$ cat src/rtl/ebus_ctl_pkg.sv
// Shared EBUS types: function codes, sequencer states and bus field widths.
package ebus_ctl_pkg;

  localparam int EBUS_DATA_W = 36;
  localparam int EBUS_CS_W   = 7;
  localparam int EBUS_FUNC_W = 3;
  localparam int EBUS_CNT_W  = 10;

  typedef enum logic [EBUS_FUNC_W-1:0] {
    CONO   = 3'd0,
    CONI   = 3'd1,
    DATAO  = 3'd2,
    DATAI  = 3'd3,
    PIserv = 3'd4,
    PIread = 3'd5,
    RSVD6  = 3'd6,
    RSVD7  = 3'd7
  } tEBUSfunc;

  typedef enum logic [1:0] {
    IDLE,
    SETUP,
    DEMAND,
    XWAIT
  } tEBUSstate;

  // Functions whose transfer returns data from the device onto the EBUS.
  function automatic logic is_read_func(tEBUSfunc f);
    return (f == CONI) || (f == DATAI) || (f == PIread);
  endfunction

endpackage

$ cat src/rtl/ebus_prio.sv
// Lowest-index-wins request picker: one-hot of the lowest set bit plus a valid flag.
module ebus_prio #(
  parameter int N = 3
) (
  input  logic [N-1:0] req_i,
  output logic [N-1:0] onehot_o,
  output logic         valid_o
);

  // Two's-complement trick isolates the lowest set bit.
  assign onehot_o = req_i & (~req_i + N'(1));
  assign valid_o  = |req_i;

endmodule

$ cat src/rtl/ebus_ctl.sv
// EBUS arbiter/sequencer: grant, CS/func setup, demand/transfer handshake with timeout.
// Optional multiple-driver detection is enabled by defining EBUS_CONFLICT_CHECK_EN.
module ebus_ctl
  import ebus_ctl_pkg::*;
#(
  parameter int NREQ        = 3,
  parameter int SETUP_CYC   = 2,
  parameter int TIMEOUT_CYC = 64,
  parameter int NDRV        = 13
) (
  input  logic                       clk,
  input  logic                       CROBAR,
  input  logic [NREQ-1:0]            req,
  input  logic [NREQ*EBUS_FUNC_W-1:0] reqFunc,
  input  logic [NREQ*EBUS_CS_W-1:0]  reqCS,
  output logic [NREQ-1:0]            grant,
  output logic                       done,
  output logic                       timeout,
  output logic [EBUS_DATA_W-1:0]     rdData,
  output logic                       busy,
  output logic [EBUS_CS_W-1:0]       ebusCS,
  output logic [EBUS_FUNC_W-1:0]     ebusFunc,
  output logic                       ebusDemand,
  input  logic                       ebusXfer,
  input  logic [EBUS_DATA_W-1:0]     ebusData,
  input  logic [NDRV-1:0]            drivers,
  output logic                       conflict
);

  localparam logic [EBUS_CNT_W-1:0] SETUP_LAST = EBUS_CNT_W'(SETUP_CYC - 1);
  localparam logic [EBUS_CNT_W-1:0] TO_LAST    = EBUS_CNT_W'(TIMEOUT_CYC - 1);

  tEBUSstate              state_q;
  logic [EBUS_CNT_W-1:0]  cnt_q;
  logic [NREQ-1:0]        grant_q;
  logic                   done_q;
  logic                   timeout_q;
  logic [EBUS_DATA_W-1:0] rd_q;
  logic [EBUS_CS_W-1:0]   cs_q;
  tEBUSfunc               func_q;
  logic                   demand_q;

  logic [NREQ-1:0]        grant_d;
  logic                   pick_valid;
  logic [EBUS_CS_W-1:0]   cs_d;
  tEBUSfunc               func_d;
  logic                   req_live;

  ebus_prio #(.N(NREQ)) u_prio (
    .req_i    (req),
    .onehot_o (grant_d),
    .valid_o  (pick_valid)
  );

  always_comb begin
    cs_d   = '0;
    func_d = CONO;
    for (int i = 0; i < NREQ; i++) begin
      if (grant_d[i]) begin
        cs_d   = reqCS[i*EBUS_CS_W +: EBUS_CS_W];
        func_d = tEBUSfunc'(reqFunc[i*EBUS_FUNC_W +: EBUS_FUNC_W]);
      end
    end
  end

  // The owning master must keep requesting until done, otherwise the cycle aborts.
  assign req_live = |(req & grant_q);

  always_ff @(posedge clk or posedge CROBAR) begin
    if (CROBAR) begin
      state_q   <= IDLE;
      cnt_q     <= '0;
      grant_q   <= '0;
      done_q    <= 1'b0;
      timeout_q <= 1'b0;
      rd_q      <= '0;
      cs_q      <= '0;
      func_q    <= CONO;
      demand_q  <= 1'b0;
    end else begin
      done_q    <= 1'b0;
      timeout_q <= 1'b0;
      if (done_q) grant_q <= '0;
      case (state_q)
        IDLE: begin
          // Holding off while done is high leaves one idle cycle between owners.
          if (!done_q && pick_valid) begin
            grant_q <= grant_d;
            cs_q    <= cs_d;
            func_q  <= func_d;
            cnt_q   <= '0;
            state_q <= SETUP;
          end
        end
        SETUP: begin
          if (!req_live) begin
            grant_q <= '0;
            state_q <= IDLE;
          end else if (cnt_q == SETUP_LAST) begin
            demand_q <= 1'b1;
            cnt_q    <= '0;
            state_q  <= DEMAND;
          end else begin
            cnt_q <= cnt_q + EBUS_CNT_W'(1);
          end
        end
        DEMAND: begin
          if (!req_live) begin
            grant_q  <= '0;
            demand_q <= 1'b0;
            state_q  <= IDLE;
          end else if (ebusXfer) begin
            if (is_read_func(func_q)) rd_q <= ebusData;
            demand_q <= 1'b0;
            done_q   <= 1'b1;
            state_q  <= XWAIT;
          end else if (cnt_q == TO_LAST) begin
            rd_q      <= '0;
            demand_q  <= 1'b0;
            done_q    <= 1'b1;
            timeout_q <= 1'b1;
            state_q   <= IDLE;
          end else begin
            cnt_q <= cnt_q + EBUS_CNT_W'(1);
          end
        end
        XWAIT: begin
          if (!ebusXfer) state_q <= IDLE;
        end
        default: state_q <= IDLE;
      endcase
    end
  end

  assign grant      = grant_q;
  assign done       = done_q;
  assign timeout    = timeout_q;
  assign rdData     = rd_q;
  assign busy       = (state_q != IDLE);
  assign ebusCS     = cs_q;
  assign ebusFunc   = func_q;
  assign ebusDemand = demand_q;

`ifdef EBUS_CONFLICT_CHECK_EN
  logic multi_drv;
  logic multi_q;
  logic conflict_q;

  assign multi_drv = |(drivers & (drivers - NDRV'(1)));

  always_ff @(posedge clk or posedge CROBAR) begin
    if (CROBAR) begin
      multi_q    <= 1'b0;
      conflict_q <= 1'b0;
    end else begin
      multi_q <= multi_drv;
      if (multi_drv) conflict_q <= 1'b1;
      if (multi_drv && !multi_q)
        $display("%0t ebus_ctl: multiple EBUS drivers %b", $time, drivers);
    end
  end

  assign conflict = conflict_q;
`else
  logic unused_drivers;
  assign unused_drivers = ^drivers;
  assign conflict       = 1'b0;
`endif

endmodule

$ cat config.mk
export PLATFORM = sky130hd
export DESIGN_NAME = ebus_ctl
export DESIGN_NICKNAME = d
export VERILOG_FILES = /design/src/rtl/ebus_ctl_pkg.sv /design/src/rtl/ebus_prio.sv /design/src/rtl/ebus_ctl.sv
export SDC_FILE = /design/constraint.sdc
export NUM_CORES = 1
export LEC_CHECK = 0
export ABC_CLOCK_PERIOD_IN_PS = 2540
export CORE_UTILIZATION = 34
export CTS_BUF_LIST = sky130_fd_sc_hd__clkbuf_2 sky130_fd_sc_hd__clkbuf_4 sky130_fd_sc_hd__clkbuf_8
export CTS_CLUSTER_DIAMETER = 30
export DETAILED_ROUTE_END_ITERATION = 6
export GPL_TIMING_DRIVEN = 1
export PLACE_DENSITY_LB_ADDON = 0.1
export SYNTH_ARGS = -nofsm -noshare
export SYNTH_HDL_FRONTEND = slang
export SYNTH_SLANG_ARGS = --single-unit
$ cat constraint.sdc
create_clock -name clk -period 2.54 [get_ports clk]
set_input_delay 0.508 -clock clk [delete_from_list [all_inputs] [get_ports clk]]
set_output_delay 0.508 -clock clk [all_outputs]
set_load 0.02 [all_outputs]
Word level (Yosys, flattened, before mapping). Index checks and enable logic that the tools add are counted.

Word-level logic and storage cells: 90. Output and inout bits: 54. Bits of input ports: 85. Register bits: 64.

Bitwise logic cells: 3. Muxes and demuxes: 41. Eq/ne operators: 18. Add/subtract/negate cells: 2. Reductions and logical operators: 17.

Operators with widths (count): $mux W36 (3); $mux W10 (6); $pmux W10 S3 (1); $mux W7 (3); $mux W3 (6); $mux W2 (7); $ne A2 B2 Y1 const B (7); $mux W1 (12); $reduce_and A4 Y1 (3); $add A10 B1 Y10 const B (1); $eq A10 B1 Y1 const B (1); $eq A10 B6 Y1 const B (1); $pmux W2 S4 (1); $and A3 B3 Y3 (2); $pmux W3 S2 (1); $reduce_and A6 Y1 (1); $reduce_bool A2 Y1 (3); $reduce_or A3 Y1 (2); $eq A2 B2 Y1 const B (2); $ne A4 B4 Y1 const B (1); $add A3 B1 Y3 const B (1); $eq A3 B1 Y1 const B (1); $eq A3 B2 Y1 const B (1); $eq A3 B3 Y1 const B (1); 12 further kinds (13).

Depth between registers and ports, before layout. Gate-level depths: netlist (run 1).

Depth in word-level cells: 6. Gate-level depth with buffers: 8. Gate-level depth less buffers: 7.

Modules after synthesis. From an unflattened synthesis (run 1), not the netlist that was laid out.

Cell total of the unflattened synthesis: 354. Area total of the unflattened synthesis: 3145.5 µm².

By module, submodules not included: ebus_ctl (seq. area each 1601.5 µm², area an instance 3118.0 µm², times used 1, cells each 350); ebus_prio (seq. area each 0.0 µm², area an instance 27.5 µm², times used 1, cells each 4).

Worst setup path before layout (run 1). OpenSTA, ideal clock, no wires.

Path kind: input -> register. From: in req[2]. To: reg state_q[0]. Library setup time: 0.119 ns. Slack: 0.553 ns. Data arrival time: 1.869 ns. Cell stages on the path: 5. Path through: a222oi_1 -> nor2b_1 -> a221oi_1 -> o21ai_0 -> o21a_1.

Word-level cells in the longest chain between the ends: 4. Elaborated cells on any way between the ends: 11.

Ends and longest elaborated chain: start: declaration (RTL line ebus_ctl.sv:13) `input logic [NREQ-1:0] req,`; $and A3 B3 Y3 or $reduce_or A3 Y1 (tied branches) (RTL line ebus_ctl.sv:67, ebus_prio.sv:12); $reduce_or A3 Y1 or $logic_and A1 B1 Y1 (tied branches) (RTL line ebus_ctl.sv:67, ebus_ctl.sv:87); $ne A4 B4 Y1 (no source line) (tied with other cells); $reduce_and A4 Y1 (no source line) or $pmux W2 S4 (tied branches); end signal: assignment (RTL line ebus_ctl.sv:71) `state_q <= IDLE;`; end signal: assignment (RTL line ebus_ctl.sv:92) `state_q <= SETUP;`; end signal: assignment (RTL line ebus_ctl.sv:98) `state_q <= IDLE;`; end: declaration (RTL line ebus_ctl.sv:33) `tEBUSstate state_q;`.

Several ways; a longest one is shown, not always the timed one. A chain may end at the register's enable or synchronous reset.

Final worst setup path (run 1).
From: reg state_q[0]. To: out busy.

Word-level cells in the longest chain between the ends: 1.

Ends and longest elaborated chain: $reduce_bool A2 Y1 (RTL line ebus_ctl.sv:139) `assign busy = (state_q != IDLE);`; end: declaration (RTL line ebus_ctl.sv:20) `output logic busy,`.

No other way between the ends.

==> results_tabular.tex, run 1 <==
\begin{tabular}{lr}
\hline
Metric & Value \\
\hline
\multicolumn{2}{l}{\textbf{Setup path}} \\
\quad Most numerous cell on the critical path & inv\_1 \\
\quad Kind of critical path & reg -> out \\
\quad Crit path capture type & primary output \\
\quad Crit start category & register \\
\quad CP max stage delay & 0.61 ns \\
\quad Cell-by-cell trace of the critical path & inv\_1, ha\_1, inv\_1, clkdlybuf4s50\_1 \\
\quad CP Buf/Inv Count & 3 \\
\quad Peak fanout along the critical path & 5 \\
\quad Cell class contributing the biggest share of worst-path delay & buffers and inverters \\
\quad WP data arrival & 1.79 ns \\
\quad Standard cell with the maximum stage delay on the critical path & clkdlybuf4s50\_1 \\
\quad Req. time, crit path & 2.03 ns \\
\multicolumn{2}{l}{\textbf{Clocking}} \\
\quad Clock latency on the worst-skew pair & 0.33 ns \\
\quad Post-cts repair resize count & 0 \\
\quad TritonCTS clock tree & done \\
\quad Master cell of the clock root buffer & clkbuf\_8 \\
\quad CTS Hold Bufs & 0 \\
\quad Maximum buffer depth of the clock tree & 2 \\
\quad Number of H-tree levels & 3 \\
\quad Postcts setup bufs & 0 \\
\quad Num CTS Buffers & 9 \\
\quad Clock Sinks & 64 \\
\quad Clock slew at reported path FFs & 0.07 ns \\
\multicolumn{2}{l}{\textbf{Place}} \\
\quad Placed wire-length estimate after detailed placement & 5930 µm \\
\quad Standard cell area after detailed placement & 4540 µm² \\
\quad Port bufs & 124 \\
\quad Final weighted congestion of routability-driven global placement & 0.759 \\
\multicolumn{2}{l}{\textbf{GRT}} \\
\quad Overflow left after global routing & 0 \\
\quad Number of antenna violations at the first check in global routing & 0 \\
\quad Vias in the first global route & 2866 \\
\quad Wire length of the first global-routing pass & 13700 µm \\
\quad Maximum number of pins on one net before global-route repair & 38 \\
\quad GRT Overall Usage & 17.9\% \\
\multicolumn{2}{l}{\textbf{Synthesis}} \\
\quad Average size of a mapped cell & 8.98 µm² \\
\quad Yosys cell types & 40 \\
\quad Share of Yosys cell area claimed by the top area cell type & 52.0\% \\
\quad Number of synthesized flops with an enable pin & 0 \\
\quad Most instantiated cells after synthesis & nand2\_1, dfrtp\_1, o21ai\_0 \\
\quad Sequential element share of the synthesized area & 52.0\% \\
\quad Biggest area consumer among synthesized cells & dfrtp\_1 \\
\quad Post-Syn Area & 3080 µm² \\
\quad Leading post-synthesis cells by cell area & dfrtp\_1, nand2\_1, o21ai\_0, a221o\_1, ha\_1 \\
\quad Count of mapped cells out of synthesis & 343 \\
\quad Most common flop cell mapped by yosys & dfrtp\_1 \\
\quad Total of flip-flops plus latches after synthesis & 64 \\
\quad Synthesized Nets & 435 \\
\quad Synth warnings & 0 \\
\quad Most instantiated library cell after synthesis & nand2\_1 \\
\quad Fraction of synthesis flops using an asynchronous set or reset pin & 100\% \\
\multicolumn{2}{l}{\textbf{Detailed routing}} \\
\quad Post-detailed-route wirelength per cell & 13.7 µm \\
\quad Final ANT Viol Nets & 0 \\
\quad Drt first pass iters & 4 \\
\quad Iteration-0 DRC count of the detailed router & 72 \\
\quad Routed wire length & 8080 µm \\
\quad Average vias per placed instance & 4.98 \\
\quad DRC Markers & 0 \\
\quad DR vias & 2926 \\
\multicolumn{2}{l}{\textbf{Finish}} \\
\quad Fill cells & 822 \\
\quad Antenna diode instance count & 0 \\
\quad Fin util & 54.4\% \\
\quad Fraction of final layout cells sized beyond drive strength 1 & 8.75\% \\
\quad Final standard cell area without fillers & 4770 µm² \\
\quad Synthesis-to-layout area growth & 54.8\% \\
\quad \# nets final & 567 \\
\multicolumn{2}{l}{\textbf{Floorplanning}} \\
\quad Die area & 9440 µm² \\
\quad Initial core utilization & 35.1\% \\
\quad Number of rows in the core area & 34 \\
\quad Overall die width & 97.2 µm \\
\quad Chip height & 97.2 µm \\
\quad Number of placed I/O pins & 139 \\
\quad Core footprint & 8760 µm² \\
\multicolumn{2}{l}{\textbf{STA}} \\
\quad Final hold violation count & 0 \\
\quad Worst-case headroom to the max-slew limit & 48.7\% \\
\quad Final period utilization & 90.6\% \\
\quad Setup repair after global routing missed its margin & no \\
\quad Max Slew Vio Count & 0 \\
\quad Endpoints failing setup & 0 \\
\quad Tightest Pin Transition & 0.768 ns \\
\quad Post-Route Skew & 0.0123 ns \\
\quad Max Fclk & 434 MHz \\
\quad Clock period minus worst slack & 2.30 ns \\
\multicolumn{2}{l}{\textbf{Pwr}} \\
\quad Maximum resistive drop on vdd & 581 µV \\
\quad Sequential share of power & 34.6\% \\
\quad Portion of total power attributed to combinational logic & 39.6\% \\
\quad P\_int & 2.50 mW \\
\quad Switching power & 1.33 mW \\
\quad Power density relative to cell area & 802 nW/µm² \\
\quad Switching part of the total power & 34.7\% \\
\quad Clk pwr share & 25.8\% \\
\quad Static Leak & 2.02 nW \\
\multicolumn{2}{l}{\textbf{Flow run}} \\
\quad Max\_cap viols & 0 \\
\multicolumn{2}{l}{\textbf{Status}} \\
\quad Result of the run & finished, final reports clean \\
\multicolumn{2}{l}{\textbf{Worst hold path}} \\
\quad Type of the most critical hold path & reg -> reg \\
\hline
\end{tabular}
## power groups by stage
stage	Clock [mW]	Combinational [mW]	Sequential, mW
after floorplan	0	0.649	1.53
after global placement	0	1.51	1.34
after detailed placement	0	1.52	1.34
after CTS	1.01	1.53	1.32
after global routing	1.05	1.67	1.35
final	0.986	1.52	1.32
## per-layer routing
metal  vias up  routed length (µm)  part of all wire, %  global-route usage, %
li1       1460                   -                    -                      -
met1      1367                3730                   46                   24.4
met2        88                3800                   47                   28.7
met3        11                 429                  5.3                   3.24
met4         0                 119                  1.5                   6.20
met5         -                   0                    0                      0
## worst paths after layout
path	slack, ns	cells after the start	start	to
setup reg to reg	0.24	5	cnt_q[6]	rdData[22]
setup / recovery	0.24	4	state_q[0]	busy
max in group asynchronous	1.50	3	CROBAR	cnt_q[7]
hold / removal	0.48	2	rdData[0]	rdData[0]
min in group asynchronous	0.52	2	CROBAR	rdData[6]
hold reg to reg	0.48	2	rdData[0]	rdData[0]
## cell type report
cell class / instances / area, µm² / share of cell area (%)
inverter: 8 / 30.0 / 0.630
multi-input combinational: 249 / 1360 / 28.4
tap: 108 / 135 / 2.83
clock inverter: 6 / 92.6 / 1.94
timing repair buffer: 143 / 1420 / 29.8
clock buffer: 10 / 131 / 2.76
sequential: 64 / 1600 / 33.6
## cells by family (layout without fill, tap and decap cells)
logic type                 after synthesis  count (layout)  synth area share, %
and+or+nand+nor                        128             128                 17.9
buffers and inverters                   30             167                 4.23
other                                    1               1                0.122
AOI/OAI and AO/OA                      113             113                 22.9
adders and majority gates                7               7                 2.84
DFF                                     64              64                 52.0
## sequential cells by signal, indices dropped and copies added (netlist names)
register / count
state_q: 2
timeout: 1
done: 1
grant: 3
cnt_q: 10
ebusDemand: 1
ebusFunc: 3
ebusCS: 7
rdData: 36
## cell usage in the layout, fill, tap and decap left out, types with 4 or more instances in the layout
master and instances:
inv_1 7, nor2_1 10, ha_1 7, buf_4 16, o21ai_0 62, nor3_1 4, dfrtp_1 64, nand3_1 5
nand2b_1 4, clkdlybuf4s50_1 124, a221o_1 12, clkbuf_8 9, a31oi_1 4, nand2_1 90, a21oi_1 4, o21ai_1 12
## per-stage QoR
step                hold slack (ns)  worst slack [ns]  power [mW]  setup TNS (ns)  std cells
finish                        0.483             0.238        3.82               0        588
global route                  0.512            0.0257        4.07               0        588
CTS                           0.489             0.225        3.86               0        588
detailed placement            0.472           -0.0488        2.86          -0.195        572
global placement              0.464          -0.00813        2.85         -0.0157        572
floorplan                     0.473             0.434        2.17               0        343
## worst register-to-register path, stage by stage, from the launching register on
cell and delay, ns:
dfrtp_1 0.45, or4_1 0.58, nor4_2 0.48, o21ai_4 0.23, buf_12 0.23, o21ai_0 0.22
Power figures use the tool's default switching activity.
==> run 2, diff against run 1 <==
--- a/constraint.sdc
+++ b/constraint.sdc
@@ -3,2 +3,2 @@
 set_output_delay 0.508 -clock clk [all_outputs]
-set_load 0.02 [all_outputs]
+set_load 0.005 [all_outputs]
==> results of run 2 <==
Same layout as run 1 (identical final DEF). Status: finished, final reports clean.
Among the figures that moved: clock-pin slew on the worst setup and hold paths 0.07 ns -> 0.08 ns; setup slack after layout 0.238 ns -> 0.240 ns; start point of the critical path state_q[0] -> cnt_q[6]; end point of the critical path busy -> rdData[22]; total power 3.82 mW -> 3.62 mW; worst IR drop on VDD 581 µV -> 494 µV
